[config.mk]
export PLATFORM = sky130hd
export DESIGN_NAME = sparse_event_encoder
export DESIGN_NICKNAME = d
export VERILOG_FILES = /design/src/rtl/sparse_pkg.sv /design/src/rtl/sparse_prienc.sv /design/src/rtl/sparse_event_encoder.sv
export SDC_FILE = /design/constraint.sdc
export NUM_CORES = 1
export LEC_CHECK = 0
export ABC_AREA = 1
export BUFFER_PORTS_ARGS = -buffer_cell sky130_fd_sc_hd__buf_2
export CORE_MARGIN = 5
export CORE_UTILIZATION = 50
export DETAILED_ROUTE_END_ITERATION = 10
export GPL_TIMING_DRIVEN = 0
export MAX_ROUTING_LAYER = met4
export PLACE_DENSITY = 0.77
export RECOVER_POWER = 50
export SETUP_SLACK_MARGIN = 0.05
export SYNTH_ARGS = -nofsm -noshare
export SYNTH_HDL_FRONTEND = slang
export SYNTH_SLANG_ARGS = --single-unit
[constraint.sdc]
create_clock -name clk -period 3.35 [get_ports clk]
set_input_delay 0.335 -clock clk [delete_from_list [all_inputs] [get_ports clk]]
set_output_delay 0.335 -clock clk [all_outputs]
set_load 0.01 [all_outputs]
[src/rtl/sparse_pkg.sv]
// Shared types and sizing helpers for the sparse encoder/serializer family.
package sparse_pkg;

   typedef enum logic [1:0] {
      IDLE = 2'd0,
      SCAN = 2'd1,
      DONE = 2'd2
   } state_t;

   localparam int SIZE_DEF = 8;

   function automatic int addr_w(input int size);
      return (size > 2) ? $clog2(size) : 1;
   endfunction

endpackage

[src/rtl/sparse_prienc.sv]
// Combinational lowest-set-bit priority encoder with clear mask and population flags.
module sparse_prienc
   import sparse_pkg::*;
#(
   parameter int SIZE   = SIZE_DEF,
   parameter int ADDR_W = addr_w(SIZE)
) (
   input  logic [SIZE-1:0]   vec,
   output logic [ADDR_W-1:0] idx,
   output logic [SIZE-1:0]   mask,
   output logic              onehot,
   output logic              any
);

   always_comb begin
      idx = '0;
      for (int i = SIZE - 1; i >= 0; i--) begin
         if (vec[i]) idx = i[ADDR_W-1:0];
      end
   end

   // Two's-complement trick isolates the lowest set bit; clearing it leaves zero iff one-hot.
   assign mask   = vec & (~vec + SIZE'(1));
   assign any    = |vec;
   assign onehot = any && ((vec & (vec - SIZE'(1))) == '0);

endmodule

[src/rtl/sparse_event_encoder.sv]
// Dense activity vector to sparse address stream, lowest index first, valid/ready output.
module sparse_event_encoder
   import sparse_pkg::*;
#(
   parameter int SIZE   = SIZE_DEF,
   parameter int ADDR_W = addr_w(SIZE)
) (
   input  logic              clk,
   input  logic              rst_n,
   input  logic              enable,
   input  logic              load,
   input  logic [SIZE-1:0]   vec_in,
   output logic [ADDR_W-1:0] addr_out,
   output logic              addr_valid,
   input  logic              addr_ready,
   output logic              last,
   output logic              busy,
   output logic              done,
   output logic [ADDR_W:0]   count_out
);

   state_t            state, state_nxt;
   logic [SIZE-1:0]   pending;
   logic [ADDR_W:0]   count;
   logic [ADDR_W-1:0] low_idx;
   logic [SIZE-1:0]   low_mask;
   logic              low_onehot;
   logic              low_any;
   logic              accept_load;
   logic              handshake;

   sparse_prienc #(
      .SIZE   (SIZE),
      .ADDR_W (ADDR_W)
   ) u_prienc (
      .vec    (pending),
      .idx    (low_idx),
      .mask   (low_mask),
      .onehot (low_onehot),
      .any    (low_any)
   );

   assign accept_load = enable && load && (state == IDLE);
   assign handshake   = enable && addr_ready && (state == SCAN);

   always_ff @(posedge clk or negedge rst_n) begin
      if (!rst_n) begin
         state <= IDLE;
      end else begin
         state <= state_nxt;
      end
   end

   always_comb begin
      state_nxt = state;
      if (enable) begin
         case (state)
            IDLE:    if (load) state_nxt = (vec_in != '0) ? SCAN : DONE;
            SCAN:    if (addr_ready && low_onehot) state_nxt = DONE;
            DONE:    state_nxt = IDLE;
            default: state_nxt = IDLE;
         endcase
      end
   end

   always_ff @(posedge clk or negedge rst_n) begin
      if (!rst_n) begin
         pending <= '0;
         count   <= '0;
      end else if (accept_load) begin
         pending <= vec_in;
         count   <= '0;
      end else if (handshake) begin
         pending <= pending & ~low_mask;
         count   <= count + (ADDR_W + 1)'(1);
      end
   end

   // Outputs decode registered state only, so reset takes effect without a clock edge.
   assign addr_valid = (state == SCAN);
   assign addr_out   = addr_valid ? low_idx : '0;
   assign last       = addr_valid && low_onehot;
   assign busy       = (state != IDLE);
   assign done       = (state == DONE);
   assign count_out  = count;

endmodule

==> summary.md <==
| Metric | Value |
|---|---|
| Buffers added on ports | `23` |
| Final nets | `165` |
| Fill cells | `approximately 160` |
| FF/Latch Area | `around 350 µm²` |
| Fmax | `slightly above 500 MHz` |
| Initial DRC Count | `7` |
| Yosys reg bits | `14` |
| Post-cts resize count | `0` |
| Clock insertion delay at the later pin of the skew report | `around 0.29 ns` |
| Chip height | `a little over 50 µm` |
| Initial core utilization | `0.520` |
| Row count | `15` |
| Worst ir drop on vdd | `455 µV` |
| Top-Level Pins | `24` |
| Commonest non-fill, non-tap cell in the layout | `nand2_1` |
| Status | `completed` |
| Slew @ Worst Pin | `between 0.7 and 0.8 ns` |
| Initial antenna violation count | `0` |
| Placeable Area | `between 1500 and 2000 µm²` |
| DRC Markers | `0` |
| CP Launch Type | `register` |
| Mapped Cells | `roughly 120` |
| Share of the yosys chip area belonging to registers | `0.399` |
| Post-layout power | `roughly 0.95 mW` |
| Clock Skews | `0.0124 ns` |
| Avg WL per Cell | `around 13 µm` |
| Finish-stage setup viols | `0` |
| First-pass GRT wire length | `~3800 µm` |
| Slew Limit Headroom | `0.485` |
| Synth Cell Area | `slightly below 900 µm²` |
| Critical path fanouts, max | `6` |
| Multi-input gate area | `roughly 460 µm²` |
| Synth Warn # | `0` |
| Root Driver | `clkbuf_4` |
| Synth cell types | `23` |
| Layout cells sized above 1 | `0.220` |
| Cts bufs inserted | `3` |
| Grt total ovfl | `0` |
| Final std cells w/o fill | `about 170` |
| Crit. End Element | `output port` |
| Clock sink count | `14` |
| Sum Neg Setup Slack | `0 ns` |
| Gp weighted congestion | `0.890` |
| Area growth, synth to finish | `19.9%` |
| Final WL | `around 2200 µm` |
| Total Routing Usage GR | `0.197` |
| Vias per cell | `5.38` |
| MaxCap Viol Count | `0` |
| CTS clk-pin slew, worst paths | `roughly 0.1 ns` |
| Worst EP required | `roughly 3 ns` |
| H-tree depth | `1` |
| Crit path arrival time | `1.63 ns` |
| Vias in the first global route | `between 900 and 1,000` |
| TritonCTS clock tree | `built` |
| Unrepaired setup endpoints after global routing | `no` |
| Most frequent cells in the layout | `nand2_1 (36), buf_2 (17), nor2_1 (14), inv_1 (14), dfrtp_1 (14)` |
| Max Slew Vio Count | `0` |
| Largest net degree at the start of global routing | `15` |
| Setup bufs post-CTS | `0` |
| Final Hold Vio Count | `0` |
| Worst Hold Class | `in -> reg` |
| Antenna Cells | `0` |
| Routed vias | `around 900` |
| Avg Inst Size Synth | `roughly 7.2 µm²` |
| Drt first pass iters | `4` |
| Power Dens Cells | `around 900 nW/µm²` |
| Synth Net Count | `about 140` |
| DP Cell Count | `roughly 160` |
| Worst setup path category | `reg -> out` |
| Lkg Pwr | `0.565 nW` |
| Clock buffer depth | `2` |
| Die ar. | `between 2000 and 3000 µm²` |
| Chip Width | `~52 µm` |
| DPL Wire Length | `between 1500 and 2000 µm` |
| Min Tclk post-route | `1.96 ns` |
| Antenna-violating nets left | `0` |
| Fin crit share | `0.586` |
==> what timing repair did <==
item	4_1_cts	5_1_grt
hold buffers	1	0
endpoints found under the hold margin	14	0
setup endpoints to repair	0	0
==> layer usage <==
| metal | vias up | track usage | wire (µm) |
|---|---|---|---|
| met3 | 7 | 0.0401 | 80 |
| met5 | - | - | 0 |
| met2 | 18 | 0.333 | 1170 |
| met1 | 418 | 0.221 | 914 |
| met4 | 0 | 0.0917 | 46 |
| li1 | 455 | - | - |
==> worst max-delay path, stage by stage (launching register included) <==
cell and delay, ns:
dfrtp_1 0.45, nor2_4 0.21, nor2_1 0.09, nor2_2 0.09, nand2_1 0.05, nor2_1 0.15
nand3_1 0.08, nor2_1 0.08, buf_2 0.13
==> worst paths after layout <==
check | from | endpoint | slack, ns | cells after the start
worst max-delay path | pending[1]$_DFFE_PN0P_ | last | 1.39 | 8
worst min-delay path | vec_in[4] | pending[4]$_DFFE_PN0P_ | 0.27 | 3
worst max register to register | state[0]$_DFFE_PN0P_ | pending[5]$_DFFE_PN0P_ | 1.76 | 6
worst min register to register | state[1]$_DFFE_PN0P_ | state[1]$_DFFE_PN0P_ | 0.52 | 2
max in group asynchronous | rst_n | count_out[0]$_DFFE_PN0P_ | 2.24 | 2
min in group asynchronous | rst_n | pending[7]$_DFFE_PN0P_ | 0.62 | 2
==> state kept, by name, indices dropped and copies added (netlist names) <==
register   flops
state          2
count_out      4
pending        8
==> through the flow <==
stage / setup WS [ns] / instance area (µm²) / hold WS [ns] / utilization
2_1_floorplan: 1.89 / 878 / 0.0394 / -
3_3_place_gp: 1.72 / 1010 / 0.245 / 0.601
3_5_place_dp: 1.66 / 1010 / 0.253 / 0.601
4_1_cts: 1.35 / 1060 / 0.273 / 0.628
5_1_grt: 1.17 / 1050 / 0.267 / 0.624
6_report: 1.39 / 1050 / 0.274 / 0.624
==> where the power goes <==
part	internal (mW)	leakage, nW	switching (mW)
registers	0.239	0.181	0.0918
logic	0.179	0.363	0.311
clock network	0.0662	0.0210	0.0608
total	0.484	0.565	0.464
==> cells in the mapped netlist, drive strengths merged <==
cell type  number  area (µm²)
nand2          39         154
inv            17        63.8
nor2           17        81.3
dfrtp          14         350
o21ai          11        55.1
nand3           8        50.1
a21oi           3        15.0
nand4           2        18.8
o211ai          2        15.0
o221ai          2        17.5
xor2            2        17.5
ha              1        12.5
nor3            1        5.00
nor4            1        6.26
o31ai           1        7.51
xnor2           1        8.76
==> cell families after synthesis <==
logic type               Yosys count  synth area share
XOR/XNOR                           3            0.0299
flip-flops                        14             0.399
buffers and inverters             17            0.0726
AND/OR/NAND/NOR                   68             0.359
AO/OA/AOI/OAI                     19             0.125
adder cells (fa/ha/maj)            1            0.0142
==> final cells by class <==
cell class,instances,share of cell area
sequential,14,0.333
tap,17,0.0202
multi-input combinational,91,0.441
inverter,17,0.0606
clock buffer,4,0.0344
timing repair buffer,24,0.112
No activity file was read; power rests on OpenSTA's default activity.
